===== src/rtl/regfile_param.sv =====
// regfile_param: parametrised register file with optional zero register, write-to-read bypass
// and an FSM-sequenced clear-all sweep that reports Busy while it runs.
module regfile_param #(
   parameter int DATA_W   = 16,
   parameter int ADDR_W   = 3,
   parameter bit ZERO_REG = 1'b0,
   parameter bit BYPASS   = 1'b1
) (
   input  logic              clock,
   input  logic              resetn,
   input  logic [ADDR_W-1:0] Read1,
   input  logic [ADDR_W-1:0] Read2,
   input  logic [ADDR_W-1:0] WriteReg,
   input  logic [DATA_W-1:0] WriteData,
   input  logic              RegWrite,
   input  logic              Clear,
   output logic              Busy,
   output logic [DATA_W-1:0] Data1,
   output logic [DATA_W-1:0] Data2
);
   localparam int DEPTH = 2 ** ADDR_W;
   typedef enum logic {IDLE, CLEAR} state_t;
   state_t            state, state_nxt;
   logic [ADDR_W-1:0] cnt, cnt_nxt;
   logic [DATA_W-1:0] rf [DEPTH];
   logic              we;
   // resetn gates the write so nothing is forwarded while the array is held at zero
   assign we = resetn && RegWrite && state == IDLE && !(ZERO_REG && WriteReg == '0);
   always_comb begin
      state_nxt = state;
      cnt_nxt   = cnt;
      if (state == IDLE && Clear) begin
         state_nxt = CLEAR;
         cnt_nxt   = '0;
      end else if (state == CLEAR) begin
         cnt_nxt   = cnt + 1'b1;
         state_nxt = (&cnt) ? IDLE : CLEAR;
      end
   end
   always_ff @(posedge clock or negedge resetn)
      if (!resetn) begin
         state <= IDLE;
         cnt   <= '0;
      end else begin
         state <= state_nxt;
         cnt   <= cnt_nxt;
      end
   always_ff @(posedge clock or negedge resetn)
      if (!resetn) begin
         for (int i = 0; i < DEPTH; i++) rf[i] <= '0;
      end else if (state == CLEAR) begin
         rf[cnt] <= '0;
      end else if (we) begin
         rf[WriteReg] <= WriteData;
      end
   assign Busy  = state == CLEAR;
   assign Data1 = (ZERO_REG && Read1 == '0) ? '0 :
                  (BYPASS && we && WriteReg == Read1) ? WriteData : rf[Read1];
   assign Data2 = (ZERO_REG && Read2 == '0) ? '0 :
                  (BYPASS && we && WriteReg == Read2) ? WriteData : rf[Read2];
endmodule


===== config.mk =====
export PLATFORM = sky130hd
export DESIGN_NAME = regfile_param
export DESIGN_NICKNAME = d
export VERILOG_FILES = /design/src/rtl/regfile_param.sv
export SDC_FILE = /design/constraint.sdc
export NUM_CORES = 1
export LEC_CHECK = 0
export CAP_MARGIN = 20
export CORE_UTILIZATION = 55
export CTS_CLUSTER_DIAMETER = 30
export DETAILED_ROUTE_END_ITERATION = 8
export PLACE_DENSITY = 0.82
export SLEW_MARGIN = 30
export SYNTH_ARGS = -nofsm -noshare
export SYNTH_HDL_FRONTEND = slang
export SYNTH_SLANG_ARGS = --single-unit

===== constraint.sdc =====
create_clock -name clock -period 2.45 [get_ports clock]
set_clock_uncertainty 0.05 [all_clocks]
set_input_delay 0.245 -clock clock [delete_from_list [all_inputs] [get_ports clock]]
set_output_delay 0.245 -clock clock [all_outputs]
set_load 0.02 [all_outputs]

# After elaboration in Yosys (flattened, before gate mapping)

Index checks and enable logic that the tools add are counted.

Muxes and demuxes: 20
Multiply operators: 0
Div/mod/pow operators: 0
$add $sub $neg: 1
Equality and inequality tests: 2
Bitwise gates (word level): 7
Order comparisons: 6
Shifts and indexed selects: 0
Reductions and logical operators: 10

Operators with widths:

| operator              | number |
|---|---|
| $mux W128             | 2 |
| $and A128 B128 Y128   | 1 |
| $bwmux W128           | 1 |
| $mux W16              | 8 |
| $not A128 Y128        | 1 |
| $bmux W16 S3          | 2 |
| $demux W16 S3         | 2 |
| $ge A4 B4 Y1 const B  | 4 |
| $not A3 Y4            | 4 |
| $lt A4 B1 Y1 const B  | 2 |
| $logic_and A1 B1 Y1   | 7 |
| $eq A3 B3 Y1          | 2 |
| $mux W3               | 2 |
| $reduce_bool A2 Y1    | 2 |
| $add A3 B1 Y3 const B | 1 |
| $mux W1               | 3 |
| $reduce_and A3 Y1     | 1 |
| $not A1 Y1            | 1 |

Memory bits (writable): 0
Register bits: 132
Memories kept: 0
ROM bits: 0
Input port bits: 29
Latch bits: 0
Logic and storage cells: 56
Output and inout port bits: 33

# Logic depth before layout (Yosys ltp)

Gate-level depths: netlist (run 1).

Depth in word-level cells: 8
Gate-level depth with buffers: 6
Depth with buffers taken out: 4

# Least setup slack after synthesis (run 1)

OpenSTA, ideal clock, no wires.

Path kind: in2out
From: input Read2[1]
To: output Data2[3]
Path buffers: 2
Data arrival time: 1.684 ns
Data required time: 2.155 ns
Cell stages on the path: 5
Setup slack: 0.471 ns
Cell sequence: clkbuf_1 -> clkbuf_1 -> mux4_1 -> mux2_2 -> mux2_2

Longest elaborated chain between the ends: 5
Elaborated cells between the ends (all ways): 7
Those cells by class: eq/ne: 1; mux: 4; bitwise: 1; reduce/logical: 1

RTL lines:

| what                                        | line | source |
|---|---|---|
| start: declaration                          | 12   | `input logic [ADDR_W-1:0] Read2,` |
| $not A3 Y4 (not written as such)            | 60   | `(BYPASS && we && WriteReg == Read2) ? WriteData : rf[Read2];` |
| $bmux W16 S3                                | 60   |  |
| $mux W16 (not written as such) (2 in a row) | 60   |  |
| $mux W16 (*)                                | 60   |  |
| end: declaration                            | 19   | `output logic [DATA_W-1:0] Data2` |

Every way passes the cells marked *; elsewhere a longest branch is shown, timed or not. The select of a mux whose other input is x is not followed.

# Worst setup path in the final report (run 1)

From: register rf[41] in the netlist's numbering
To: output Data1[9]

Longest elaborated chain between the ends: 4

RTL lines:

| what                                        | line | source |
|---|---|---|
| start: declaration                          | 25   | `logic [DATA_W-1:0] rf [DEPTH];` |
| start signal: indexed assignment            | 54   | `rf[WriteReg] <= WriteData;` |
| $bmux W16 S3                                | 58   | `(BYPASS && we && WriteReg == Read1) ? WriteData : rf[Read1];` |
| $mux W16 (not written as such) (2 in a row) | 58   |  |
| $mux W16                                    | 58   |  |
| end: declaration                            | 18   | `output logic [DATA_W-1:0] Data1,` |

No other way between the ends. The select of a mux whose other input is x is not followed.

==> impl_metrics.py, run 1 <==
metrics = {
    "outcome": {
        "status": "complete, no violations",
    },
    "floorplan": {
        "die-area_sq_um": 14300,
        "die-width_microns": 119,
        "core_region_area_sq_um": 13300,
        "placementRows": 42,
        "io_pins": 62,
        "initial_core_util": 0.568,
        "fp.dieH_microns": 119,
    },
    "critical_path": {
        "timing.critical_path.fanout_max": 3,
        "critical_path_class": "reg2out",
        "cp-end-kind": "output pin",
        "timing.critical_path.arrival_ns": 2.11,
        "worstReg2RegStart": "Busy",
        "cpMostUsedCell": "sky130_fd_sc_hd__mux2_2",
        "worst_ep_required_time_ns": 2.15,
        "path_cells": "mux4_1 > mux2_2 > mux2_2 > clkdlybuf4s15_2",
        "path_buf_inv": 1,
        "slowest_stage": "sky130_fd_sc_hd__mux4_1",
        "worst_setup_path_start_kind": "flip-flop",
        "slowest_delay_ns": 0.50,
        "worst_setup_path_startpoint": "rf[41]",
        "critPathTopFamily": "multiplexers",
    },
    "yosys": {
        "synth_top_cells_by_count": "sky130_fd_sc_hd__dfrtp_1, sky130_fd_sc_hd__a22o_1, sky130_fd_sc_hd__mux4_1",
        "yosysTopAreaCellShare": 0.436,
        "yosys.area_share.adder": 0.00330,
        "xor_and_xnor_area_share_after_synthesis": 0.00693,
        "synth_edf_count": 0,
        "muxShareOfSynthArea": 0.319,
        "syn-num-nets": 536,
        "count_of_cell_types_in_the_netlist": 33,
        "syn-instance-count": 505,
        "synth_compound_gate_area_share": 0.157,
        "ys_seq_elements": 132,
        "synth-warning-count": 0,
        "syn_area_per_cell_sq_um": 15.0,
        "post_synth_main_area_contributors": "sky130_fd_sc_hd__dfrtp_1, sky130_fd_sc_hd__mux4_1, sky130_fd_sc_hd__a22o_1, sky130_fd_sc_hd__mux2_2, sky130_fd_sc_hd__mux2_4",
        "synth_flop_cell": "sky130_fd_sc_hd__dfrtp_1",
        "ys_seq_area_frac": 0.436,
        "synth_async_sr_flop_share": 1.00,
        "synth_most_common_cell": "sky130_fd_sc_hd__dfrtp_1",
        "synth_top_family_by_area": "multiplexers",
        "synth.cell_area_sq_um": 7580,
        "post-synth-top-area-cell": "sky130_fd_sc_hd__dfrtp_1",
        "synth_simple_gate_area_frac": 0.0307,
    },
    "sta": {
        "worst_pin_slew_ns": 0.755,
        "final_min_period_ns": 2.41,
        "hold_viol": 0,
        "timing.fmax_mhz": 415,
        "post-route-period-util": 0.984,
        "setup_repair_after_global_routing_missed_its_margin": "false",
        "timing.setup.tns_ns": 0,
        "slew_headroom": 0.497,
        "timing.hold.ws_ns": 0.437,
        "timing.final.setup_violations": 0,
        "maxSlewViolCount": 0,
    },
    "placement": {
        "dp_hpwl_microns": 12800,
        "placed_area_sq_um": 8560,
        "globalplace.congestion": 0.847,
        "buffer_ports.inserted": 61,
    },
    "clocking": {
        "cts.sinks": 132,
        "tritoncts": "done",
        "h-tree-depth": 4,
        "number_of_buffers_added_by_the_clock_tree_synthesis_step": 17,
        "root_buffer": "sky130_fd_sc_hd__clkbuf_16",
        "path_clk_slew_ns": 0.06,
        "clock_insertion_delay_worst_skew_ns": 0.42,
        "buffer_depth_of_the_longest_clock_path": 2,
    },
    "power_and_ir_drop": {
        "power.density_nw_per_um2": 836,
        "post-layout-total-power_mw": 7.62,
        "ir_drop_uv": 593,
        "p_leak_nw": 4.53,
    },
    "detailed_routing": {
        "detailroute.via_count": 5563,
        "remaining_drc_errors": 0,
        "drt-total-wl_microns": 21600,
        "drt_first_iter_violations": 581,
        "detail_route.wl_per_cell_microns": 28.1,
        "drtPass1Iterations": 6,
        "antenna_left": 0,
        "post_drt_via_cell_ratio": 7.23,
    },
    "final_layout": {
        "layout.core_utilization": 0.683,
        "flow.area_growth_from_synthesis_pct": 20.2,
        "antenna_cells": 0,
        "final_layout_size_suffix_gt1_frac": 0.342,
        "layout.cell_area.non_filler_sq_um": 9110,
        "nets": 611,
    },
    "grt": {
        "groute.layer.met1.usage": 0.408,
        "antenna_violations_before_repair": 0,
        "grt_util_all_layers": 0.317,
        "grt_first_pass_wirelength_microns": 33500,
        "grt_util_met2": 0.504,
        "grt-busiest-layer": "met2",
        "overflow_left_after_global_routing": 0,
        "grt_start_max_net_pins": 83,
        "grt_pass1_vias": 5788,
        "grtUsageMet3": 0.0824,
    },
    "run": {
        "max_cap_violations": 0,
    },
    "hold_path": {
        "holdCritPathClass": "in2async",
    },
}
## path summary, 6_finish.rpt
path / end / slack, ns / cells after the start
max: Data1[9] / 0.04 / 4
min: Busy / 0.44 / 3
max reg2reg: rf[123] / 0.67 / 5
min reg2reg: rf[114] / 0.46 / 1
max in group asynchronous: rf[30] / 0.72 / 4
min in group clock: Busy / 0.45 / 3
## routing by layer
layer / vias up / wire length, microns
met5: - / 0
met4: 0 / 755
met3: 70 / 1810
met2: 363 / 10500
met1: 2882 / 8470
li1: 2248 / -
## cell usage in the layout, fill, tap and decap left out, drive strengths merged, types with 3 or more instances in the layout
cell           synthesis  routed
a22o                 128     128
nor2                   5       5
a21oi                  7       7
clkinv                 0       5
clkbuf                19      21
mux4                  64      64
nand2b                 3       3
and2                   4       4
mux2                  64      64
nand4                  3       3
buf                   44      89
and4b                  5       5
clkdlybuf4s50          0      25
dfrtp                132     132
clkinvlp               0       3
xnor2                  6       6
nor3                   3       3
bufinv                 0       5
## cell families after synthesis
kind of cell / Yosys count
and+or+nand+nor: 33
AOI/OAI and AO/OA: 140
muxes: 128
buffers and inverters: 64
xor gates and xnor gates: 6
DFF: 132
adders and majority gates: 2
## registers in the layout (all words and copies together), names as in the netlist
register / flops
rf: 128
cnt: 3
Busy: 1
## worst reg2reg max path, delay by kind of cell (launching register included)
kind / cells / cell delay [ns]
simple gates: 2 / 0.56
buf+inv: 2 / 0.48
compound gates: 1 / 0.25
flops: 1 / 0.37
## report_power, final
part | leakage, nW | switching (mW) | total [mW] | internal (mW)
registers | 1.82 | 0.297 | 2.79 | 2.49
logic | 2.39 | 1.05 | 1.98 | 0.930
clock network | 0.315 | 0.988 | 2.84 | 1.86
## repair_timing
| action | CTS | global route |
|---|---|---|
| resized for setup | 106 | 28 |
| hold endpoints to repair | 50 | 0 |
| pin swaps | 1 | 0 |
| endpoints found under the setup margin | 32 | 27 |
| hold buffers | 1 | 0 |
| buffers inserted | 3 | 3 |
## through the flow
step / setup slack (ns) / instances
detailed placement: -0.331 / 730
floorplan: 0.471 / 505
global route: 0.000332 / 769
CTS: -0.00537 / 766
global placement: -0.284 / 730
finish: 0.0404 / 769
## final cells by class
type / count / area, sq um
repair buffers: 119 / 1010
multi-input cells: 309 / 3910
well taps: 176 / 220
flip-flops and latches: 132 / 3300
inverters: 1 / 3.75
clock inverters: 13 / 205
clock buffers: 19 / 453
fillers: 870 / 4240
Note: power is estimated with default switching activity, not from simulation.
==> run 2: changes to the inputs <==
--- a/config.mk
+++ b/config.mk
@@ -6,10 +6,10 @@
 export NUM_CORES = 1
 export LEC_CHECK = 0
 export CAP_MARGIN = 20
-export CORE_UTILIZATION = 55
+export CORE_UTILIZATION = 38
 export CTS_CLUSTER_DIAMETER = 30
 export DETAILED_ROUTE_END_ITERATION = 8
-export PLACE_DENSITY = 0.82
+export PLACE_DENSITY = 0.62
 export SLEW_MARGIN = 30
 export SYNTH_ARGS = -nofsm -noshare
 export SYNTH_HDL_FRONTEND = slang
==> constraint.sdc (replaced) <==
create_clock -name clock -period 2.45 [get_ports clock]
set_clock_uncertainty 0.05 [all_clocks]
set_input_delay 0.245 -clock clock [delete_from_list [all_inputs] [get_ports clock]]
set_output_delay 0.245 -clock clock [all_outputs]
set_load 0.005 [all_outputs]
==> run 2 against run 1 <==
  * The flow now finishes with violations (negative hold slack)
  * Critical path depth unchanged
  * Sequential cell count unchanged
  * Via count down 0.95%
  * Clock power decreased by 13%
  * Combinational power rose by 3%
  * Cell area up 3.0%
  * Non-clock buffer count is 29 higher
  * Critical path type unchanged
  * Largest power group is now registers
==> impl_metrics.py, run 2 (same netlist as run 1, synthesis figures left out) <==
metrics = {
    "outcome": {
        "status": "finished, violations left",
        "failed_checks": "negative hold slack",
    },
    "critical_path": {
        "worst_setup_path_start_kind": "flip-flop",
        "path_cells": "mux4_1 > mux2_2 > mux2_2 > dlygate4sd2_1",
        "path_buf_inv": 1,
        "cpMostUsedCell": "sky130_fd_sc_hd__mux2_2",
        "slowest_stage": "sky130_fd_sc_hd__mux4_1",
        "slowest_delay_ns": 0.50,
        "worst_ep_required_time_ns": 2.15,
        "critPathTopFamily": "multiplexers",
        "timing.critical_path.arrival_ns": 2.12,
        "cp-end-kind": "output pin",
        "critical_path_class": "reg2out",
        "timing.critical_path.fanout_max": 3,
    },
    "final_layout": {
        "register_area_sq_um": 3300,
        "largest_reg_flops": 128,
        "n_fill_cell": 1773,
        "layout.core_utilization": 0.481,
        "antenna_cells": 0,
        "highest_count_cells_in_the_layout_ignoring_fill_and_taps": "sky130_fd_sc_hd__dfrtp_1, sky130_fd_sc_hd__a22o_1, sky130_fd_sc_hd__buf_4, sky130_fd_sc_hd__mux4_2, sky130_fd_sc_hd__mux2_2",
        "nets": 640,
        "flow.area_growth_from_synthesis_pct": 23.9,
        "area_used_by_multi_input_combinational_logic_sq_um": 3820,
        "largest-register": "rf",
        "layout.cells.most_common": "sky130_fd_sc_hd__dfrtp_1",
        "final_cell_count_no_fill": 887,
        "final_layout_size_suffix_gt1_frac": 0.381,
    },
    "sta": {
        "maxSlewViolCount": 0,
        "worst_pin_slew_ns": 0.737,
        "timing.fmax_mhz": 414,
        "timing.hold.ws_ns": -0.0147,
        "hold_viol": 10,
        "slew_headroom": 0.509,
        "post-route-period-util": 0.987,
        "final_min_period_ns": 2.42,
        "timing.final.setup_violations": 0,
    },
    "placement": {
        "buffer_ports.inserted": 61,
        "numPlacedInstances": 807,
        "globalplace.congestion": 0.772,
        "dp_hpwl_microns": 12800,
    },
    "power_and_ir_drop": {
        "ir_drop_uv": 523,
        "post-layout-total-power_mw": 7.27,
        "power.density_nw_per_um2": 774,
        "p_leak_nw": 4.47,
    },
    "detailed_routing": {
        "drt-total-wl_microns": 22100,
        "drt-met1-wl_microns": 9400,
        "drt_first_iter_violations": 474,
        "remaining_drc_errors": 0,
        "detail_route.wl_per_cell_microns": 25.0,
        "post_drt_via_cell_ratio": 6.21,
        "routed-wl-met3_microns": 1670,
        "drtPass1Iterations": 5,
        "highest_layer": "met4",
        "detailroute.via_count": 5510,
        "met2WireLength_microns": 10700,
        "antenna_left": 0,
    },
    "clocking": {
        "tritoncts": "done",
        "root_buffer": "sky130_fd_sc_hd__clkbuf_16",
        "buffer_depth_of_the_longest_clock_path": 2,
        "clock_insertion_delay_worst_skew_ns": 0.42,
        "path_clk_slew_ns": 0.05,
        "number_of_buffers_added_by_the_clock_tree_synthesis_step": 17,
        "h-tree-depth": 4,
        "cts.sinks": 132,
    },
    "floorplan": {
        "core_region_area_sq_um": 19500,
        "die-area_sq_um": 20500,
        "io_pins": 62,
        "fp.dieH_microns": 143,
        "placementRows": 51,
        "initial_core_util": 0.388,
        "die-width_microns": 143,
    },
    "grt": {
        "overflow_left_after_global_routing": 0,
        "grt_pass1_vias": 5690,
        "grt_util_all_layers": 0.228,
        "grt_first_pass_wirelength_microns": 33900,
        "grt_start_max_net_pins": 72,
        "antenna_violations_before_repair": 0,
    },
    "hold_path": {
        "holdCritPathClass": "in2async",
    },
    "run": {
        "max_cap_violations": 0,
    },
}
## run 2: path summary, 6_finish.rpt
check / from / end / slack [ns] / cells past startpoint
min in group clock: Clear / Busy / 0.42 / 3
max reg2reg: Busy / rf[47] / 0.81 / 5
max: rf[39] / Data1[7] / 0.03 / 4
min reg2reg: rf[100] / rf[100] / 0.46 / 1
max in group asynchronous: resetn / rf[66] / 1.13 / 3
min: resetn / rf[79] / -0.01 / 2
## run 2: final cells by class
class	instances	share of cell area
Clock buffer	29	0.0565
Clock inverter	3	0.00427
Inverter	1	0.000400
Multi-Input combinational cell	309	0.407
Sequential cell	132	0.352
Tap cell	265	0.0353
Timing Repair Buffer	148	0.144
## run 2: metrics by stage
stage	area [sq um]	setup slack [ns]	TNS (ns)	hold WS (ns)
after floorplan	7580	0.515	0	-0.101
after global placement	8620	-0.243	-6.90	0.0371
after detailed placement	8620	-0.274	-7.13	0.0384
after CTS	9270	-0.0906	-0.315	0.131
after global routing	9390	-0.00901	-0.0128	0.0328
final	9390	0.0322	0	-0.0147
## run 2: where the power goes
part           switching (mW)  internal [mW]  total [mW]
Combinational           0.994           1.05        2.04
Clock                   0.903           1.56        2.46
Sequential              0.271           2.50        2.77
## run 2: layer usage
metal / GRT usage / up-vias
met2: 0.359 / 278
met4: 0.0879 / 0
met5: 0 / -
li1: - / 2280
met3: 0.0550 / 31
met1: 0.303 / 2921
## run 2: timing repair
action	in CTS	in global routing
resized for setup	67	49
buffers inserted	23	24
hold endpoints to repair	4	0
hold buffers	1	0
endpoints found under the setup margin	32	26
